===== config.mk =====
export PLATFORM = sky130hd
export DESIGN_NAME = seg7_scan_driver
export DESIGN_NICKNAME = d
export VERILOG_FILES = /design/src/rtl/seg7_scan_driver.sv
export SDC_FILE = /design/constraint.sdc
export NUM_CORES = 1
export LEC_CHECK = 0
export CORE_AREA = 2 2 80 74
export CTS_CLUSTER_SIZE = 30
export DETAILED_ROUTE_END_ITERATION = 8
export DIE_AREA = 0 0 82 76
export PLACE_DENSITY = 0.87
export SYNTH_ARGS = -nofsm -noshare
export SYNTH_HDL_FRONTEND = slang
export SYNTH_SLANG_ARGS = --single-unit
export TNS_END_PERCENT = 100

===== constraint.sdc =====
create_clock -name clk -period 3.8 [get_ports clk]
set_clock_uncertainty 0.2 [all_clocks]
set_input_delay 0.76 -clock clk [delete_from_list [all_inputs] [get_ports clk]]
set_output_delay 0.76 -clock clk [all_outputs]
set_load 0.05 [all_outputs]

===== src/rtl/seg7_scan_driver.sv =====
// seg7_scan_driver: time-multiplexed scanner for a NUM_DIGITS common-anode
// 7-segment display. A pending buffer absorbs load strobes and is applied to
// the display buffer only at the end of a frame, so a frame never mixes old
// and new digits. Each slot starts with one dark cycle to suppress ghosting.
// Optional macro LEADING_ZERO_BLANK_EN blanks leading zero digits (digit 0
// is always shown); without it every digit is always driven.
module seg7_scan_driver #(
  parameter int NUM_DIGITS = 4,
  parameter int SCAN_DIV   = 50000
) (
  input  logic                    clk,
  input  logic                    rst,
  input  logic                    en,
  input  logic                    load,
  input  logic [4*NUM_DIGITS-1:0] digits_in,
  input  logic [NUM_DIGITS-1:0]   dp_in,
  output logic                    upd_pending,
  output logic [3:0]              dig_4bits,
  input  logic [7:0]              seg7_code,
  output logic [7:0]              seg7,
  output logic [NUM_DIGITS-1:0]   an
);

  localparam int DIV_W = (SCAN_DIV > 1) ? $clog2(SCAN_DIV) : 1;
  localparam int IDX_W = (NUM_DIGITS > 1) ? $clog2(NUM_DIGITS) : 1;

  logic [DIV_W-1:0]          div_cnt_q, div_cnt_d;
  logic [IDX_W-1:0]          scan_idx_q, scan_idx_d;
  logic [4*NUM_DIGITS-1:0]   disp_q, pend_q;
  logic [NUM_DIGITS-1:0]     disp_dp_q, pend_dp_q;
  logic                      pend_valid_q;
  logic [7:0]                seg7_q, seg7_d;
  logic [NUM_DIGITS-1:0]     an_q, an_d;
  logic                      tick, wrap, blank;

  // The decoder's dp bit is replaced by the display buffer's own dp.
  logic unused_seg7_dp;
  assign unused_seg7_dp = seg7_code[7];

  assign tick = (div_cnt_q == DIV_W'(SCAN_DIV - 1));
  assign wrap = tick && (scan_idx_q == IDX_W'(NUM_DIGITS - 1));

  // Prescaler and slot index next-state.
  always_comb begin
    div_cnt_d  = tick ? '0 : div_cnt_q + 1'b1;
    scan_idx_d = scan_idx_q;
    if (tick) begin
      scan_idx_d = wrap ? '0 : scan_idx_q + 1'b1;
    end
  end

`ifdef LEADING_ZERO_BLANK_EN
  logic [NUM_DIGITS-1:0] upper_zero;
  logic                  run_zero;

  // upper_zero[i] is set when nibble i and every higher nibble are zero.
  always_comb begin
    upper_zero = '0;
    run_zero   = 1'b1;
    for (int i = NUM_DIGITS - 1; i >= 0; i--) begin
      run_zero      = run_zero & (disp_q[4*i +: 4] == 4'd0);
      upper_zero[i] = run_zero;
    end
  end

  assign blank = (scan_idx_q != '0) && upper_zero[scan_idx_q] && !disp_dp_q[scan_idx_q];
`else
  assign blank = 1'b0;
`endif

  // Next segment/anode drive; dark on the first cycle of a slot, when
  // disabled, or when the slot is blanked.
  always_comb begin
    seg7_d = 8'hFF;
    an_d   = '1;
    if (en && (div_cnt_q != '0) && !blank) begin
      seg7_d = {~disp_dp_q[scan_idx_q], seg7_code[6:0]};
      an_d   = ~(NUM_DIGITS'(1) << scan_idx_q);
    end
  end

  // Counters, frame buffers and registered outputs.
  always_ff @(posedge clk) begin
    if (rst) begin
      div_cnt_q    <= '0;
      scan_idx_q   <= '0;
      disp_q       <= '0;
      disp_dp_q    <= '0;
      pend_q       <= '0;
      pend_dp_q    <= '0;
      pend_valid_q <= 1'b0;
      seg7_q       <= 8'hFF;
      an_q         <= '1;
    end else begin
      div_cnt_q  <= div_cnt_d;
      scan_idx_q <= scan_idx_d;
      seg7_q     <= seg7_d;
      an_q       <= an_d;
      // Transfer sees the pending contents from before this cycle's load.
      if (wrap && pend_valid_q) begin
        disp_q       <= pend_q;
        disp_dp_q    <= pend_dp_q;
        pend_valid_q <= 1'b0;
      end
      if (load) begin
        pend_q       <= digits_in;
        pend_dp_q    <= dp_in;
        pend_valid_q <= 1'b1;
      end
    end
  end

  assign upd_pending = pend_valid_q;
  assign dig_4bits   = disp_q[{scan_idx_q, 2'b00} +: 4];
  assign seg7        = seg7_q;
  assign an          = an_q;

endmodule


Word-level counts from Yosys, hierarchy flattened

Cells that the tools add are included.

Input port bits: 32
Memories kept: 0
Output and inout port bits: 17
Logic and storage cells: 31
Register bits: 71
ROM bits: 0
Bits in writable memories: 0
Bits in latches: 0

Magnitude comparators: 1
Divide/modulo/power cells: 0
Eq/ne operators: 2
Add/subtract/negate cells: 2
Bitwise gates (word level): 3
Multipliers: 0
Reductions and logical operators: 7
Muxes and demuxes: 5
Shift operators: 2

Operator list:

| kind                                                                  | count |
|---|---|
| 16-bit by 1-bit adder with 16-bit output (second input constant)      | 1 |
| 16-bit == test (second input constant)                                | 1 |
| 16-bit nonzero test                                                   | 1 |
| 16-bit by 5-bit indexed part select with 4-bit output                 | 1 |
| 4-bit NOT                                                             | 1 |
| 2-bit OR reduction                                                    | 2 |
| 1-bit by 2-bit << shifter with 4-bit output (first input constant)    | 1 |
| 1-bit logical AND                                                     | 3 |
| 2-bit by 3-bit < comparator with 1-bit output (second input constant) | 1 |
| 1-bit 2-to-1 mux                                                      | 3 |
| 2-bit by 1-bit adder with 2-bit output (second input constant)        | 1 |
| 1-bit binary-select mux with 2-bit select                             | 1 |
| 2-bit == test (second input constant)                                 | 1 |
| 2-bit 2-to-1 mux                                                      | 1 |
| 1-bit NOT                                                             | 2 |
| 2-bit nonzero test                                                    | 1 |

Longest topological paths before layout

Gate-level depths: netlist of run 1.

Depth after elaboration: 5
Gate-level depth with buffers: 7
Gate-level depth less buffers: 5

Worst setup path after synthesis of run 1

No wires, ideal clock.

Path type: reg-to-output
Start point: reg scan_idx_q[0]
End point: out dig_4bits[1]
Path slack: 1461 ps
Data required time: 2840 ps
Data arrival time: 1379 ps
Path buffers: 1
Cell stages (with the launch flop): 3
Cells stage by stage: dfxtp_1 -> clkbuf_1 -> mux4_2

Word-level cells in the longest chain between the ends: 1

Ends and longest elaborated chain:

| item                                                  | RTL line | RTL |
|---|---|---|
| from (decl)                                           | 28       | `logic [IDX_W-1:0] scan_idx_q, scan_idx_d;` |
| from (signal assigned)                                | 96       | `scan_idx_q <= scan_idx_d;` |
| 16-bit by 5-bit indexed part select with 4-bit output | 114      | `assign dig_4bits = disp_q[{scan_idx_q, 2'b00} +: 4];` |
| to (decl)                                             | 18       | `output logic [3:0] dig_4bits,` |

Every way passes these cells.

Worst setup path in the final report of run 1

Start point: reg scan_idx_q[0]
End point: out dig_4bits[3]

Same word-level chain as after synthesis.

==> results.md, run 1 <==
Detailed routing:
- The number of DRC markers in iteration 0 is 99.
- For this block, the via count after detailed routing is slightly above 2k.
- The remaining routing DRC violations is 0.
- In the routed layout, each cell is associated on average with a via count of between 5 and 6.
- In this run the remaining antenna-violating nets after routing total 0.
- The routed wire length is 5290 um.
- The first detailed-routing pass ran for 4 iterations.
- The average detailed-routed wire length per instance is between 10 and 15 um.

Power and ir drop:
- The internal portion of the total power is between 1 and 1.5 mW.
- The worst-case IR drop observed on VDD is between 0.0003 and 0.0004 V.
- For this design the static power due to leakage is roughly 1.3 nW.
- For this design the ratio of total power to cell area is between 300 and 400 mW/mm^2.
- The design draws between 1 and 1.5 mW.
- Summed over all nets, the switching power comes to ~0.33 mW.
- The share of total power consumed by net switching is 0.234.
- Of the total power, registers draw 0.553.
- Of the total power, the clock network draws 0.364.
- The part of the power in combinational logic is 0.083.

Clock network:
- The clock passes through at most 2 buffers.
- Once the clock tree was built, the setup fixing pass inserted 0 buffers.
- TritonCTS built the clock tree.
- The clock drives just over 70 sinks.
- The tree is rooted in a sky130_fd_sc_hd__clkbuf_8.
- The clock latency on the worst-skew pair is about 340 ps.
- The post-cts repair resize count is 0.
- The clock-pin transition on the worst setup and hold timing paths is roughly 70 ps.
- The number of levels the H-tree was split into is 3.
- The TritonCTS buffer count is 9.
- The hold buffer count at CTS is 0.

Finish:
- The layout cell share with drive strength beyond 1 is 0.0769.
- The final instance area is approximately 0.0036 mm^2.
- The repair_antennas step left the layout with diodes totalling 0.
- After the last flow step, the layout net total stands at 372.
- Counting the fill cells in the layout gives 411.
- The area overhead of the layout relative to synthesis is 20.7%.
- Measured on the finished design, the core utilization comes to 0.660.

Synthesis:
- The number of instances in the synthesized netlist is between 200 and 300.
- The async set-or-reset flop fraction in the synthesized netlist is 0.
- The portion of synthesized cell area occupied by the leading cell type is 0.476.
- A synthesized cell averages 10.2 um^2.
- The number of nets in the synthesized netlist is approximately 330.
- The commonest cells after synthesis are 71 x sky130_fd_sc_hd__dfxtp_1, 47 x sky130_fd_sc_hd__nand2b_1, 42 x sky130_fd_sc_hd__mux2i_1.
- The number of warning messages in the yosys log is 0.
- Sorting the synthesized cells by area gives the leading types as sky130_fd_sc_hd__dfxtp_1 48%, sky130_fd_sc_hd__mux2i_1 14%, sky130_fd_sc_hd__nand2b_1 9.8%, sky130_fd_sc_hd__nor2_1 5.2%, sky130_fd_sc_hd__mux4_2 3.8%.
- The synthesized design contains 0 enable-type register cells.
- The netlist area before placement is around 0.0030 mm^2.
- The number of different library cells used by synthesis comes to 30.
- In the synthesized netlist the dominant register cell turns out to be sky130_fd_sc_hd__dfxtp_1.
- The sequential fraction of the synthesis area is 0.476.
- The dominant cell by count in the synthesized netlist is sky130_fd_sc_hd__dfxtp_1.
- The post-synthesis sequential element count is 71.
- The largest area contributor in the netlist is sky130_fd_sc_hd__dfxtp_1.

Worst setup path:
- The critical path starts at scan_idx_q[0].
- The cell with the biggest individual delay on the critical path is sky130_fd_sc_hd__clkdlybuf4s50_1.
- The cell family contributing the most delay on the critical path is buffers and inverters.
- Data on the critical path is required at its endpoint by roughly 2800 ps.
- The largest single stage delay on the critical path is ~720 ps.
- STA classifies the critical path endpoint as an output port.
- The critical register-to-register path startpoint is div_cnt_q[10].
- The class of the most critical setup path is reg -> out.
- Data arrives at the worst endpoint at ~2300 ps.
- The critical path goes through mux4_2 -> clkdlybuf4s50_1.
- The number of buffers and inverters on the critical path is 1.
- Of all nets on the critical path, the largest fanout is 10.
- STA classifies the critical path startpoint as a register.

Timing:
- The final hold violation count is 0.
- The worst slew slack as a fraction of its limit is 0.409.
- Setup total negative slack on the finished layout was measured at 0 ps.
- At the pin with the least slew margin, the transition time is roughly 890 ps.
- Setup violations remaining at the end of the flow were counted as 0.
- The shortest period the worst path allows is approximately 3200 ps.
- The achievable clock frequency is between 300 and 400 MHz.
- The share of the clock period used by the worst path is 0.852.
- The max-slew violation total from the final report is 0.
- Setup repair after global routing left no endpoint under its margin.

Min path:
- The type of the worst min-delay path is reg -> reg.
- The startpoint identified for the worst hold timing path is disp_dp_q[0].

Die:
- The row count is 26.
- In this run the count of I/O pins placed on the die edge is 49.
- The core region area is 0.00547 mm^2.
- For this configuration, the core starts out at a cell density of 0.546.
- The die is approximately 82 um wide.
- The die height is approximately 76 um.
- The floorplan die area is ~0.0062 mm^2.

Placement:
- The instance area at placement is approximately 0.0034 mm^2.
- The number of port buffers is 47.
- After legalization and detailed placement, the total HPWL measured ~3600 um.
- The last weighted congestion value of the routability-driven placer is between 0.8 and 0.9.

GRT:
- The all-layer global routing usage is 0.195.
- The global-route wire length before repair is between 9000 and 10,000 um.
- The number of global-route vias before repair is roughly 2.1k.
- The global-route congestion overflow total is 0.
- Entering global routing, the biggest net connects between 60 and 70 pins.
- The initial antenna violation count came to 0.

Status:
- The run finished with clean final reports.

Flow run:
- The tool flagged a number of max-cap violations equal to 0.
[routing by layer]
layer,vias up,GRT usage,part of all wire
met5,-,0,0
met4,0,0.0867,0.022
met3,14,0.0746,0.060
met2,47,0.312,0.47
met1,946,0.230,0.45
li1,1047,-,-
[power groups by stage]
| stage | sequential [mW] | clock [mW] | combinational [mW] |
|---|---|---|---|
| after floorplan | 0.804 | 0 | 0.0560 |
| after global placement | 0.792 | 0 | 0.115 |
| after detailed placement | 0.793 | 0 | 0.117 |
| after CTS | 0.776 | 0.528 | 0.118 |
| after global routing | 0.778 | 0.559 | 0.129 |
| final | 0.776 | 0.510 | 0.117 |
[cells by family after synthesis]
kind of cell | share of synthesized area
AO/OA/AOI/OAI | 0.00921
flip-flops | 0.476
adder cells (fa/ha/maj) | 0.0251
buffers and inverters | 0.0515
XOR/XNOR | 0.0381
multiplexers | 0.178
AND/OR/NAND/NOR | 0.222
[flip-flops by register name, indices dropped and copies added, names as in the netlist]
signal / cells
seg7: 8
pend_dp_q: 4
disp_q: 16
div_cnt_q: 16
an: 4
upd_pending: 1
pend_q: 16
scan_idx_q: 2
disp_dp_q: 4
[layout make-up]
type	instances	area, um^2	share of cell area
sequential	71	1420	0.394
multi-input combinational	193	1410	0.391
timing repair buffer	50	488	0.135
clock buffer	11	141	0.0392
tap	70	87.6	0.0243
inverter	9	33.8	0.00937
clock inverter	4	22.5	0.00625
[worst min-delay path, delay by kind of cell (launching register included)]
kind,cells,cell delay [ps]
DFF,1,320
and+or+nand+nor,1,60
muxes,1,50
[worst paths after layout]
path,endpoint,slack [ps],cells past startpoint
worst max-delay path,dig_4bits[3],560,2
worst min-delay path,disp_dp_q[0],280,2
worst max register to register,disp_q[6],1040,5
worst min register to register,disp_dp_q[0],280,2
[stage by stage]
| step | worst slack [ps] | instances | hold WS (ps) |
|---|---|---|---|
| finish | 562 | 408 | 275 |
| detailed placement | 934 | 393 | 264 |
| floorplan | 1460 | 293 | 237 |
| CTS | 535 | 408 | 274 |
| global placement | 934 | 393 | 253 |
| global route | 434 | 408 | 300 |
[cell usage in the layout (no fill, tap or decap)]
master	n
sky130_fd_sc_hd__buf_4	3
sky130_fd_sc_hd__buf_2	1
sky130_fd_sc_hd__nor3_1	2
sky130_fd_sc_hd__nand2_1	7
sky130_fd_sc_hd__clkbuf_8	10
sky130_fd_sc_hd__xnor2_1	10
sky130_fd_sc_hd__and3_1	3
sky130_fd_sc_hd__or3_1	3
sky130_fd_sc_hd__mux2i_1	42
sky130_fd_sc_hd__xor2_1	3
sky130_fd_sc_hd__or2_2	1
sky130_fd_sc_hd__clkinvlp_4	1
sky130_fd_sc_hd__a21oi_1	1
sky130_fd_sc_hd__or4_4	1
sky130_fd_sc_hd__mux4_2	5
sky130_fd_sc_hd__nand2b_1	47
sky130_fd_sc_hd__nor2b_1	1
sky130_fd_sc_hd__o21ai_0	1
sky130_fd_sc_hd__nand4_1	5
sky130_fd_sc_hd__clkdlybuf4s50_1	46
sky130_fd_sc_hd__nor4_1	4
sky130_fd_sc_hd__inv_1	9
sky130_fd_sc_hd__dfxtp_1	71
sky130_fd_sc_hd__a311oi_1	2
sky130_fd_sc_hd__nor2_1	41
sky130_fd_sc_hd__nand3_1	6
sky130_fd_sc_hd__nor4b_1	1
sky130_fd_sc_hd__clkbuf_1	1
sky130_fd_sc_hd__nor4_4	1
sky130_fd_sc_hd__ha_1	6
sky130_fd_sc_hd__clkinv_2	3
(Power assumes the default switching activity.)
==> run 2: changes to the inputs <==
--- a/config.mk
+++ b/config.mk
@@ -6,11 +6,11 @@
 export NUM_CORES = 1
 export LEC_CHECK = 0
 export CORE_AREA = 2 2 80 74
-export CTS_CLUSTER_SIZE = 30
+export CTS_CLUSTER_SIZE = 40
 export DETAILED_ROUTE_END_ITERATION = 8
 export DIE_AREA = 0 0 82 76
 export PLACE_DENSITY = 0.87
 export SYNTH_ARGS = -nofsm -noshare
 export SYNTH_HDL_FRONTEND = slang
 export SYNTH_SLANG_ARGS = --single-unit
-export TNS_END_PERCENT = 100
+export TNS_END_PERCENT = 5
==> results of run 2 <==
No change in the layout: final DEF, timing and power equal those of run 1.
